### config.mk
export PLATFORM = sky130hd
export DESIGN_NAME = unified_mem_arbiter_flat
export DESIGN_NICKNAME = d
export VERILOG_FILES = /design/src/rtl/mem_arb_pkg.sv /design/src/rtl/unified_mem_arbiter_if.sv /design/src/rtl/mem_arb_timer.sv /design/src/rtl/unified_mem_arbiter.sv /design/src/flat_wrapper.sv
export SDC_FILE = /design/constraint.sdc
export NUM_CORES = 1
export LEC_CHECK = 0
export ABC_AREA = 1
export ABC_CLOCK_PERIOD_IN_PS = 3700
export CORE_MARGIN = 8
export CORE_UTILIZATION = 50
export DETAILED_ROUTE_END_ITERATION = 10
export HOLD_SLACK_MARGIN = 0.12
export PLACE_DENSITY = 0.89
export SLEW_MARGIN = 20
export SYNTH_ARGS = -nofsm -noshare
export SYNTH_HDL_FRONTEND = slang
export SYNTH_SLANG_ARGS = --single-unit
### constraint.sdc
create_clock -name clk -period 3.7 [get_ports clk]
set_input_delay 0.555 -clock clk [delete_from_list [all_inputs] [get_ports clk]]
set_output_delay 0.555 -clock clk [all_outputs]
set_load 0.05 [all_outputs]
### src/rtl/mem_arb_pkg.sv
// Shared types and constants for the unified instruction/data memory arbiter.
// Latency: n/a (declarations only).
// Backpressure: n/a.
package mem_arb_pkg;

    localparam int ARB_ADDR_W = 32;
    localparam int ARB_DATA_W = 32;

    // addi x0,x0,0 -- handed to the fetch stage when memory never answers
    localparam logic [ARB_DATA_W-1:0] NOP_INSTR = 32'h0000_0013;

    typedef enum logic [1:0] {
        IDLE      = 2'd0,
        DATA_REQ  = 2'd1,
        INSTR_REQ = 2'd2,
        DONE      = 2'd3
    } arb_state_e;

    // One pending access captured from the CPU while it is stalled
    typedef struct packed {
        logic                  valid;
        logic                  we;
        logic [ARB_ADDR_W-1:0] addr;
        logic [ARB_DATA_W-1:0] wdata;
    } req_slot_t;

endpackage

### src/rtl/unified_mem_arbiter_if.sv
// CPU-side and memory-side bundles of the unified memory arbiter.
// Latency: n/a (wiring only).
// Backpressure: cpu_stall on the CPU side, req/ack handshake on the memory side.
//
// mem_arb_cpu_if : master = CPU core, slave = arbiter
// mem_arb_mem_if : master = arbiter,  slave = memory
interface mem_arb_cpu_if #(
    parameter int ADDR_W = mem_arb_pkg::ARB_ADDR_W,
    parameter int DATA_W = mem_arb_pkg::ARB_DATA_W
);
    logic              instr_read;
    logic [ADDR_W-1:0] instr_addr;
    logic [DATA_W-1:0] instr_out;
    logic              instr_valid;
    logic              data_read;
    logic              data_write;
    logic [ADDR_W-1:0] data_addr;
    logic [DATA_W-1:0] data_in;
    logic [DATA_W-1:0] data_out;
    logic              data_valid;
    logic              cpu_stall;
    logic              bus_err;

    modport master (
        output instr_read, instr_addr, data_read, data_write, data_addr, data_in,
        input  instr_out, instr_valid, data_out, data_valid, cpu_stall, bus_err
    );

    modport slave (
        input  instr_read, instr_addr, data_read, data_write, data_addr, data_in,
        output instr_out, instr_valid, data_out, data_valid, cpu_stall, bus_err
    );
endinterface

interface mem_arb_mem_if #(
    parameter int ADDR_W = mem_arb_pkg::ARB_ADDR_W,
    parameter int DATA_W = mem_arb_pkg::ARB_DATA_W
);
    logic              mem_req;
    logic              mem_we;
    logic [ADDR_W-1:0] mem_addr;
    logic [DATA_W-1:0] mem_wdata;
    logic [DATA_W-1:0] mem_rdata;
    logic              mem_ack;

    modport master (
        output mem_req, mem_we, mem_addr, mem_wdata,
        input  mem_rdata, mem_ack
    );

    modport slave (
        input  mem_req, mem_we, mem_addr, mem_wdata,
        output mem_rdata, mem_ack
    );
endinterface

### src/rtl/mem_arb_timer.sv
// Request watchdog: counts cycles a memory request has gone unanswered.
// Latency: expired_o is combinational, asserted in the last allowed waiting cycle.
// Backpressure: none; counting pauses at TIMEOUT until cleared.
//
// Ports: clk, rst (async active-low), clr_i (restart from 0), inc_i (one more
// unanswered cycle), expired_o (this cycle is the TIMEOUT-th without an answer).
module mem_arb_timer #(
    parameter int TIMEOUT = 255
) (
    input  logic clk,
    input  logic rst,
    input  logic clr_i,
    input  logic inc_i,
    output logic expired_o
);
    localparam int CNT_W = $clog2(TIMEOUT + 1);

    logic [CNT_W-1:0] cnt_q;

    always_ff @(posedge clk or negedge rst) begin
        if (!rst) begin
            cnt_q <= '0;
        end else if (clr_i) begin
            cnt_q <= '0;
        end else if (inc_i && (cnt_q != CNT_W'(TIMEOUT))) begin
            cnt_q <= cnt_q + CNT_W'(1);
        end
    end

    // Firing one count early lets the request drop at the same edge the
    // count would reach TIMEOUT, so mem_req is high for exactly TIMEOUT cycles.
    assign expired_o = inc_i && (cnt_q == CNT_W'(TIMEOUT - 1));

endmodule

### src/rtl/unified_mem_arbiter.sv
// Shares one single-port req/ack memory between instruction fetch and load/store.
// Latency: zero-wait memory -> fetch 3 cycles, fetch+data 5 cycles strobe-to-IDLE.
// Backpressure: cpu_stall holds the CPU while any access is pending; data served first.
//
// Ports: clk, rst (async active-low), cpu_s (CPU strobes/results, stall, bus_err),
// mem_m (memory req/we/addr/wdata out, rdata/ack in).
module unified_mem_arbiter #(
    parameter int ADDR_W = mem_arb_pkg::ARB_ADDR_W,
    parameter int DATA_W = mem_arb_pkg::ARB_DATA_W,
    parameter int TIMEOUT = 255,
    parameter logic [DATA_W-1:0] NOP_INSTR = mem_arb_pkg::NOP_INSTR
) (
    input  logic          clk,
    input  logic          rst,
    mem_arb_cpu_if.slave  cpu_s,
    mem_arb_mem_if.master mem_m
);
    import mem_arb_pkg::*;

    arb_state_e        state_q;
    req_slot_t         dslot_q;
    req_slot_t         islot_q;
    logic              mem_req_q;
    logic              data_valid_q;
    logic              instr_valid_q;
    logic              bus_err_q;
    logic [DATA_W-1:0] data_out_q;
    logic [DATA_W-1:0] instr_out_q;

    logic              any_strobe;
    logic              data_strobe;
    logic              tmr_expired;
    logic              xfer_end;
    logic              acked;
    logic              mem_we_d;
    logic [ADDR_W-1:0] mem_addr_d;
    logic [DATA_W-1:0] mem_wdata_d;

    assign data_strobe = cpu_s.data_read | cpu_s.data_write;
    assign any_strobe  = cpu_s.instr_read | data_strobe;

    // An ack only counts while a request is actually on the bus; this also
    // discards acks in the inter-request gap, in DONE/IDLE and after reset.
    assign acked    = mem_req_q & mem_m.mem_ack;
    assign xfer_end = mem_req_q & (mem_m.mem_ack | tmr_expired);

    mem_arb_timer #(
        .TIMEOUT (TIMEOUT)
    ) u_timer (
        .clk       (clk),
        .rst       (rst),
        .clr_i     (~mem_req_q),
        .inc_i     (mem_req_q & ~mem_m.mem_ack),
        .expired_o (tmr_expired)
    );

    always_ff @(posedge clk or negedge rst) begin
        if (!rst) begin
            state_q       <= IDLE;
            dslot_q       <= '0;
            islot_q       <= '0;
            mem_req_q     <= 1'b0;
            data_valid_q  <= 1'b0;
            instr_valid_q <= 1'b0;
            bus_err_q     <= 1'b0;
            data_out_q    <= '0;
            instr_out_q   <= '0;
        end else begin
            data_valid_q  <= 1'b0;
            instr_valid_q <= 1'b0;
            unique case (state_q)
                IDLE: begin
                    if (any_strobe) begin
                        // Read+write together is resolved as a write and flagged.
                        dslot_q <= '{valid: data_strobe,
                                     we:    cpu_s.data_write,
                                     addr:  cpu_s.data_addr,
                                     wdata: cpu_s.data_in};
                        islot_q <= '{valid: cpu_s.instr_read,
                                     we:    1'b0,
                                     addr:  cpu_s.instr_addr,
                                     wdata: '0};
                        mem_req_q <= 1'b1;
                        if (cpu_s.data_read && cpu_s.data_write) begin
                            bus_err_q <= 1'b1;
                        end
                        state_q <= data_strobe ? DATA_REQ : INSTR_REQ;
                    end
                end
                DATA_REQ: begin
                    if (xfer_end) begin
                        mem_req_q    <= 1'b0;
                        data_valid_q <= 1'b1;
                        if (!dslot_q.we) begin
                            data_out_q <= acked ? mem_m.mem_rdata : '0;
                        end
                        if (!acked) begin
                            bus_err_q <= 1'b1;
                        end
                        dslot_q <= '0;
                        state_q <= islot_q.valid ? INSTR_REQ : DONE;
                    end
                end
                INSTR_REQ: begin
                    if (!mem_req_q) begin
                        // Idle bus cycle after a data access, then issue the fetch.
                        mem_req_q <= 1'b1;
                    end else if (xfer_end) begin
                        mem_req_q     <= 1'b0;
                        instr_valid_q <= 1'b1;
                        instr_out_q   <= acked ? mem_m.mem_rdata : NOP_INSTR;
                        if (!acked) begin
                            bus_err_q <= 1'b1;
                        end
                        islot_q <= '0;
                        state_q <= DONE;
                    end
                end
                DONE: begin
                    // Strobes seen here belong to the instruction now committing.
                    state_q <= IDLE;
                end
                default: begin
                    state_q <= IDLE;
                end
            endcase
        end
    end

    always_comb begin
        mem_we_d    = 1'b0;
        mem_addr_d  = '0;
        mem_wdata_d = '0;
        unique case (state_q)
            DATA_REQ: begin
                if (dslot_q.valid) begin
                    mem_we_d    = dslot_q.we;
                    mem_addr_d  = dslot_q.addr;
                    mem_wdata_d = dslot_q.wdata;
                end
            end
            INSTR_REQ: begin
                mem_we_d    = islot_q.we;
                mem_addr_d  = islot_q.addr;
                mem_wdata_d = islot_q.wdata;
            end
            default: begin
            end
        endcase
    end

    assign mem_m.mem_req   = mem_req_q;
    assign mem_m.mem_we    = mem_we_d;
    assign mem_m.mem_addr  = mem_addr_d;
    assign mem_m.mem_wdata = mem_wdata_d;

    // Gated by rst so the stall falls the instant reset asserts, strobes or not.
    assign cpu_s.cpu_stall = rst & ((state_q == DATA_REQ) || (state_q == INSTR_REQ) ||
                                    ((state_q == IDLE) && any_strobe));

    assign cpu_s.instr_out   = instr_out_q;
    assign cpu_s.instr_valid = instr_valid_q;
    assign cpu_s.data_out    = data_out_q;
    assign cpu_s.data_valid  = data_valid_q;
    assign cpu_s.bus_err     = bus_err_q;

endmodule

### src/flat_wrapper.sv
// flat-port wrapper written by rule: the top's interface ports become plain ports
module unified_mem_arbiter_flat import mem_arb_pkg::*;
#(
    parameter int ADDR_W = mem_arb_pkg::ARB_ADDR_W,
    parameter int DATA_W = mem_arb_pkg::ARB_DATA_W,
    parameter int TIMEOUT = 255,
    parameter logic [DATA_W-1:0] NOP_INSTR = mem_arb_pkg::NOP_INSTR
)
  (clk, rst, cpu_s_instr_read, cpu_s_instr_addr, cpu_s_data_read, cpu_s_data_write, cpu_s_data_addr, cpu_s_data_in, cpu_s_instr_out, cpu_s_instr_valid, cpu_s_data_out, cpu_s_data_valid, cpu_s_cpu_stall, cpu_s_bus_err, mem_m_mem_req, mem_m_mem_we, mem_m_mem_addr, mem_m_mem_wdata, mem_m_mem_rdata, mem_m_mem_ack);
  mem_arb_cpu_if #(.ADDR_W(ADDR_W), .DATA_W(DATA_W)) cpu_s_i ();
  mem_arb_mem_if #(.ADDR_W(ADDR_W), .DATA_W(DATA_W)) mem_m_i ();
  input  logic clk;
  input  logic rst;
  input wire logic [$bits(cpu_s_i.instr_read)-1:0] cpu_s_instr_read;
  input wire logic [$bits(cpu_s_i.instr_addr)-1:0] cpu_s_instr_addr;
  input wire logic [$bits(cpu_s_i.data_read)-1:0] cpu_s_data_read;
  input wire logic [$bits(cpu_s_i.data_write)-1:0] cpu_s_data_write;
  input wire logic [$bits(cpu_s_i.data_addr)-1:0] cpu_s_data_addr;
  input wire logic [$bits(cpu_s_i.data_in)-1:0] cpu_s_data_in;
  output wire logic [$bits(cpu_s_i.instr_out)-1:0] cpu_s_instr_out;
  output wire logic [$bits(cpu_s_i.instr_valid)-1:0] cpu_s_instr_valid;
  output wire logic [$bits(cpu_s_i.data_out)-1:0] cpu_s_data_out;
  output wire logic [$bits(cpu_s_i.data_valid)-1:0] cpu_s_data_valid;
  output wire logic [$bits(cpu_s_i.cpu_stall)-1:0] cpu_s_cpu_stall;
  output wire logic [$bits(cpu_s_i.bus_err)-1:0] cpu_s_bus_err;
  output wire logic [$bits(mem_m_i.mem_req)-1:0] mem_m_mem_req;
  output wire logic [$bits(mem_m_i.mem_we)-1:0] mem_m_mem_we;
  output wire logic [$bits(mem_m_i.mem_addr)-1:0] mem_m_mem_addr;
  output wire logic [$bits(mem_m_i.mem_wdata)-1:0] mem_m_mem_wdata;
  input wire logic [$bits(mem_m_i.mem_rdata)-1:0] mem_m_mem_rdata;
  input wire logic [$bits(mem_m_i.mem_ack)-1:0] mem_m_mem_ack;
  assign cpu_s_i.instr_read = cpu_s_instr_read;
  assign cpu_s_i.instr_addr = cpu_s_instr_addr;
  assign cpu_s_i.data_read = cpu_s_data_read;
  assign cpu_s_i.data_write = cpu_s_data_write;
  assign cpu_s_i.data_addr = cpu_s_data_addr;
  assign cpu_s_i.data_in = cpu_s_data_in;
  assign cpu_s_instr_out = cpu_s_i.instr_out;
  assign cpu_s_instr_valid = cpu_s_i.instr_valid;
  assign cpu_s_data_out = cpu_s_i.data_out;
  assign cpu_s_data_valid = cpu_s_i.data_valid;
  assign cpu_s_cpu_stall = cpu_s_i.cpu_stall;
  assign cpu_s_bus_err = cpu_s_i.bus_err;
  assign mem_m_mem_req = mem_m_i.mem_req;
  assign mem_m_mem_we = mem_m_i.mem_we;
  assign mem_m_mem_addr = mem_m_i.mem_addr;
  assign mem_m_mem_wdata = mem_m_i.mem_wdata;
  assign mem_m_i.mem_rdata = mem_m_mem_rdata;
  assign mem_m_i.mem_ack = mem_m_mem_ack;
  unified_mem_arbiter #(.ADDR_W(ADDR_W), .DATA_W(DATA_W), .TIMEOUT(TIMEOUT), .NOP_INSTR(NOP_INSTR)) u_core (.clk(clk), .rst(rst), .cpu_s(cpu_s_i), .mem_m(mem_m_i));
endmodule
==> results of run 1 <==
[critical path: cells and delay by family, from the launching register on]
kind	cells	cell delay, ps
DFF	1	1040
buffers and inverters	1	860
and+or+nand+nor	1	280
AOI/OAI and AO/OA	1	250
[path summary, 6_finish.rpt]
kind | from | end | slack (ps) | depth (start not counted)
worst max-delay path | u_core.dslot_q[65]$_DFFE_PN0P_ | mem_m_mem_addr[25] | 290 | 3
min in group asynchronous | rst | u_core.dslot_q[52]$_DFFE_PN0P_ | 630 | 2
max in group asynchronous | rst | u_core.cpu_s.instr_out[0]$_DFFE_PN0P_ | 1790 | 3
worst min register to register | u_core.cpu_s.bus_err$_DFFE_PN0P_ | u_core.cpu_s.bus_err$_DFFE_PN0P_ | 460 | 1
worst min-delay path | u_core.cpu_s.bus_err$_DFFE_PN0P_ | u_core.cpu_s.bus_err$_DFFE_PN0P_ | 460 | 1
worst max register to register | u_core.state_q[0]$_DFFE_PN0P_ | u_core.islot_q[47]$_DFFE_PN0P_ | 1290 | 9
[registers in the layout, indices dropped and copies added (netlist names)]
| signal | count |
|---|---|
| u_core.cpu_s.instr_valid | 1 |
| u_core.islot_q | 33 |
| u_core.cpu_s.bus_err | 1 |
| u_core.mem_m.mem_req | 1 |
| u_core.state_q | 2 |
| u_core.cpu_s.data_out | 32 |
| u_core.cpu_s.data_valid | 1 |
| u_core.u_timer.cnt_q | 8 |
| u_core.cpu_s.instr_out | 32 |
| u_core.dslot_q | 66 |
[power groups by stage]
| stage | Combinational [mW] | Clock (mW) | Sequential, mW |
|---|---|---|---|
| final | 5.56 | 1.87 | 3.15 |
| after global routing | 5.99 | 1.99 | 3.23 |
| after CTS | 5.58 | 1.90 | 3.14 |
| after detailed placement | 5.55 | 0 | 3.16 |
| after global placement | 5.39 | 0 | 3.13 |
| after floorplan | 3.11 | 0 | 3.89 |
[per-layer routing]
layer | track usage | routed length [um] | share of wire | up-vias
met2 | 0.402 | 12200 | 0.47 | 432
li1 | - | - | - | 3545
met5 | 0 | 0 | 0 | -
met1 | 0.315 | 10300 | 0.40 | 3693
met4 | 0.104 | 821 | 0.031 | 0
met3 | 0.0881 | 2760 | 0.11 | 61
[cell type report]
cell class,count,area (um2),area share
diodes,1,2.50,0.000211
clock buffers,19,443,0.0373
clock inverters,13,173,0.0145
inverters,59,224,0.0188
multi-input cells,645,3200,0.269
flip-flops and latches,177,4430,0.373
well taps,220,275,0.0232
repair buffers,282,3140,0.264
[cells in the mapped netlist]
master,number
dfrtp_1,177
a21oi_2,1
nor3_1,2
nand2_4,1
buf_4,1
o21ai_2,67
nor2_2,3
clkbuf_2,1
ha_1,6
a21o_1,1
nor2_1,45
nand2_2,5
o21a_1,1
o21ai_1,30
nand3_1,103
nand3_4,1
nand3_2,3
buf_6,18
inv_4,1
or2_2,1
buf_2,16
inv_2,1
nor3b_1,2
o31ai_1,3
nand2_1,285
buf_1,7
nand4_1,5
a21oi_1,33
xnor2_1,1
inv_1,57
nand3b_1,1
o21ai_0,45
clkbuf_1,21
[cell usage in the layout, fill, tap and decap left out, types with 6 or more instances in the layout]
master / netlist / layout
nand2_1: 285 / 285
o21ai_1: 30 / 30
dfrtp_1: 177 / 177
inv_1: 57 / 56
buf_12: 0 / 35
ha_1: 6 / 6
a21oi_1: 33 / 33
buf_4: 1 / 14
nand3_1: 103 / 103
o21ai_2: 67 / 67
nor2_1: 45 / 45
o21ai_0: 45 / 45
clkbuf_16: 0 / 17
clkdlybuf4s50_1: 0 / 231
[stage by stage]
step / instance area, um2 / utilization / power (mW)
after floorplan: 8240 / - / 7.00
after global placement: 11300 / 0.689 / 8.52
after detailed placement: 11300 / 0.689 / 8.71
after CTS: 11900 / 0.727 / 10.6
after global routing: 11900 / 0.727 / 11.2
final: 11900 / 0.727 / 10.6
[cells by family after synthesis]
| kind of cell | Yosys count |
|---|---|
| simple gates | 457 |
| fa+ha+maj | 6 |
| flops | 177 |
| buf+inv | 123 |
| compound gates | 181 |
| xor+xnor | 1 |
==> reports/results.ini, run 1 <==
[job]
drv_cap=0

[clocking]
cts_hold_buf=1
cts_root_buffer=clkbuf_16
cts_buffer_depth=2
htree_levels=4
cts_buffers=17
cts_tree=built
cts_setup_buffers=0
insertion_delay_ps=420
post_cts_resized=0
clock_sinks=177
clk_pin_slew_worst_paths_ps=60

[floorplan]
core_um2=16300
ios=268
rows=47
dieHeight_um=144
die_w_um=144
initial_core_util=0.504
die_area_um2=20900

[timing]
setup_slack_ps=290
layout_min_cycle_time_ps=3410
setup_viol=0
worst-slew-pin-transition_ps=1050
rsz0062_at_grt=no
fin_worst_skew_ps=14.0
slew_viol_final=0
tns_ps=0
hold_violations=0
hold_ws_ps=456
max_freq_ghz=0.293
period_share=0.922
relSlewSlack=0.298

[synthesis]
seq_area_frac_synth=0.537
synthesis.nets=1085
ys_types=33
syn-instance-count=945
synth_compound_area_frac=0.142
synth_top_family_by_area=simple AND/OR/NAND/NOR gates
synth.area.mux_share=0
synth_top_area_frac=0.537
synthSimpleGateAreaFrac=0.234
netlist_area_um2=8240
ys_seq_elements=177
yosys-top-cells-area=dfrtp_1 54%, nand2_1 13%, o21ai_2 7.1%
synth.avg_cell_area_um2=8.72
yosys.area.top_type=dfrtp_1
synth-xor-area-share=0.00106
synthAdderAreaFrac=0.00911
yosys_warnings=0

[layout]
final_cells=1416
fillers=1113
final_nets=1322
layout-drive-gt1-share=0.139
syn_to_final_growth_pct=44.1

[global_route]
antenna_found_initial=1
grt_usage=0.255
overflow=0
grt_pass1_wl_um=41400
grt_max_degree=76
grt_pass1_vias=7900

[power_and_ir_drop]
p_seq_frac=0.298
switching_power_mw=5.06
p_per_area_nw_per_um2=890
worst_ir_drop_vdd_mv=0.564
power_switching_share=0.478
clockPowerShare=0.177
comb_power_share=0.525
leakage_nw=5.31
intPower_mw=5.52

[setup_path]
endpoint_kind=output pin
startpoint_type=register
crit_slowest_cell=dfrtp_1
arrival_ps=2850
worstPathCellList=nand3_1, a21oi_1, clkdlybuf4s50_1
max_stage_delay_ps=1040
required_ps=3140
crit_type=register to output pin
crit_fanout=32

[routing]
ant_nets=0
drt_wl_total_um=26100
wl_per_cell_um=18.4
dr_total_vias=7731
drtIter0Drc=535
first_pass_iters=5
via_per_inst=5.46
drc=0

[placed_design]
portBuffers=267
place_inst=1382
dp_hpwl_um=18600
dp_slack_ps=785
gp_congestion=0.890

[hold_path]
min_path_type=register to register

[run_status]
status=complete, no violations

(Power assumes the default switching activity.)
==> run 2, diff against run 1 <==
Settings changed: ABC_CLOCK_PERIOD_IN_PS 3700 to unset, CAP_MARGIN set to 10.
==> results of run 2 <==
No change in the layout: final DEF, timing and power equal those of run 1.
==> run 3, diff against run 2 <==
Settings changed: CORE_UTILIZATION 50 to 42, PLACE_DENSITY 0.89 to 0.8.
Clock period 3.7 ns to 2.8 ns, I/O delays scaled along.
==> reports/results.ini, run 3 (synthesis results as in run 1) <==
[clocking]
htree_levels=4
clk_pin_slew_worst_paths_ps=60
clock_sinks=177
cts_tree=built
insertion_delay_ps=420
cts_buffers=17
cts_buffer_depth=2
cts_setup_buffers=0
cts_root_buffer=clkbuf_16

[power_and_ir_drop]
worst_ir_drop_vdd_mv=0.724
leakage_nw=5.53
p_per_area_nw_per_um2=1170

[setup_path]
critPathTopFamily=buffers and inverters
worstPathCellList=inv_1, ha_1, inv_1, buf_4, a21oi_1, buf_12
crit_slowest_cell=dfrtp_1
crit_fanout=32
path_buf_inv=4
max_stage_delay_ps=420
crit_top_cell=inv_1
arrival_ps=2180
crit_type=register to output pin
endpoint_kind=output pin
required_ps=2380
startpoint_type=register

[layout]
largest_reg_flops=66
layout_common_cells=285 x nand2_1, 200 x clkdlybuf4s50_1, 177 x dfrtp_1
final_cells=1467
syn_to_final_growth_pct=50.2
largest-register=u_core.dslot_q
layout_commonest_cell=nand2_1
fillers=1578
largestRegisters=u_core.dslot_q x66, u_core.islot_q x33
final_nets=1328
layout-drive-gt1-share=0.172

[placed_design]
portBuffers=267
place_inst=1433
dp_hpwl_um=17800
gp_congestion=0.866

[routing]
first_pass_iters=5
ant_nets=0
drt_wl_total_um=25000
drtIter0Drc=414
wl_per_cell_um=17.0
dr_total_vias=7387
drc=0
via_per_inst=5.04

[floorplan]
rows=51
initial_core_util=0.426
die_w_um=156
die_area_um2=24400
core_um2=19300
dieHeight_um=156
ios=268

[hold_path]
min_path_type=primary input to async pin

[global_route]
grt_pass1_wl_um=39100
antenna_found_initial=2
grt_usage=0.203
grt_pass1_vias=7352
grt_max_degree=98
overflow=0

[timing]
setup_viol=0
max_freq_ghz=0.384
rsz0062_at_grt=no
relSlewSlack=0.464
tns_ps=0
hold_violations=0
slew_viol_final=0
fin_worst_skew_ps=13.6
worst-slew-pin-transition_ps=804
period_share=0.930
layout_min_cycle_time_ps=2600

[run_status]
status=complete, no violations

[job]
drv_cap=0

run 3: metrics by stage:
stage               worst slack [ps]   util  hold slack [ps]  instance area (um2)  power (mW)
floorplan                        395      -              124                 8240        9.25
global placement                 462  0.605              308                11700        11.7
detailed placement               408  0.605              313                11700        11.9
CTS                             78.7  0.640              432                12400        14.6
global route                    69.5  0.640              460                12400        15.3
finish                           197  0.641              441                12400        14.5
run 3: final timing paths:
kind	from	end	slack, ps	cells after the start
setup / recovery	u_core.state_q[1]$_DFFE_PN0P_	mem_m_mem_addr[17]	200	6
hold / removal	rst	u_core.cpu_s.data_out[9]$_DFFE_PN0P_	440	2
setup reg to reg	u_core.state_q[1]$_DFFE_PN0P_	u_core.islot_q[55]$_DFFE_PN0P_	620	8
hold reg to reg	u_core.dslot_q[57]$_DFFE_PN0P_	u_core.dslot_q[57]$_DFFE_PN0P_	470	2
max in group asynchronous	rst	u_core.cpu_s.instr_out[11]$_DFFE_PN0P_	1330	3
min in group clk	u_core.dslot_q[57]$_DFFE_PN0P_	u_core.dslot_q[57]$_DFFE_PN0P_	470	2
run 3: cell type report:
class,instances,area (um2),share of cell area
multi-input cells,645,3200,0.259
repair buffers,288,3530,0.285
inverters,59,224,0.0181
clock inverters,14,224,0.0181
flip-flops and latches,177,4430,0.358
diodes,1,2.50,0.000202
well taps,265,332,0.0268
clock buffers,18,439,0.0355
run 3: power breakdown:
group          total [mW]  switching, mW  internal, mW  leakage, nW
sequential           4.09          0.545          3.55         2.28
combinational        7.69           5.10          2.59         2.92
clock                2.68           1.05          1.63        0.328
run 3: what timing repair did:
item / CTS / global route
cloned: 0 / 0
hold buffers: 1 / 0
setup endpoints to repair: 10 / 8
hold endpoints to repair: 24 / 0
gates resized for setup: 1 / 1
run 3: worst reg2reg max path, stage by stage, from the launching register on:
cell,delay (ps)
dfrtp_1,420
inv_1,90
ha_1,280
inv_1,190
nand2_1,120
nand3_2,80
buf_4,610
nand2_1,230
o21ai_2,100
run 3: routing by layer:
metal,vias to the layer above,share of wire,wire length [um],global-route usage
met4,4,0.018,440,0.0650
met1,3508,0.41,10200,0.254
met2,284,0.46,11600,0.319
met5,-,0.00092,23,0
li1,3563,-,-,-
met3,28,0.11,2700,0.0787
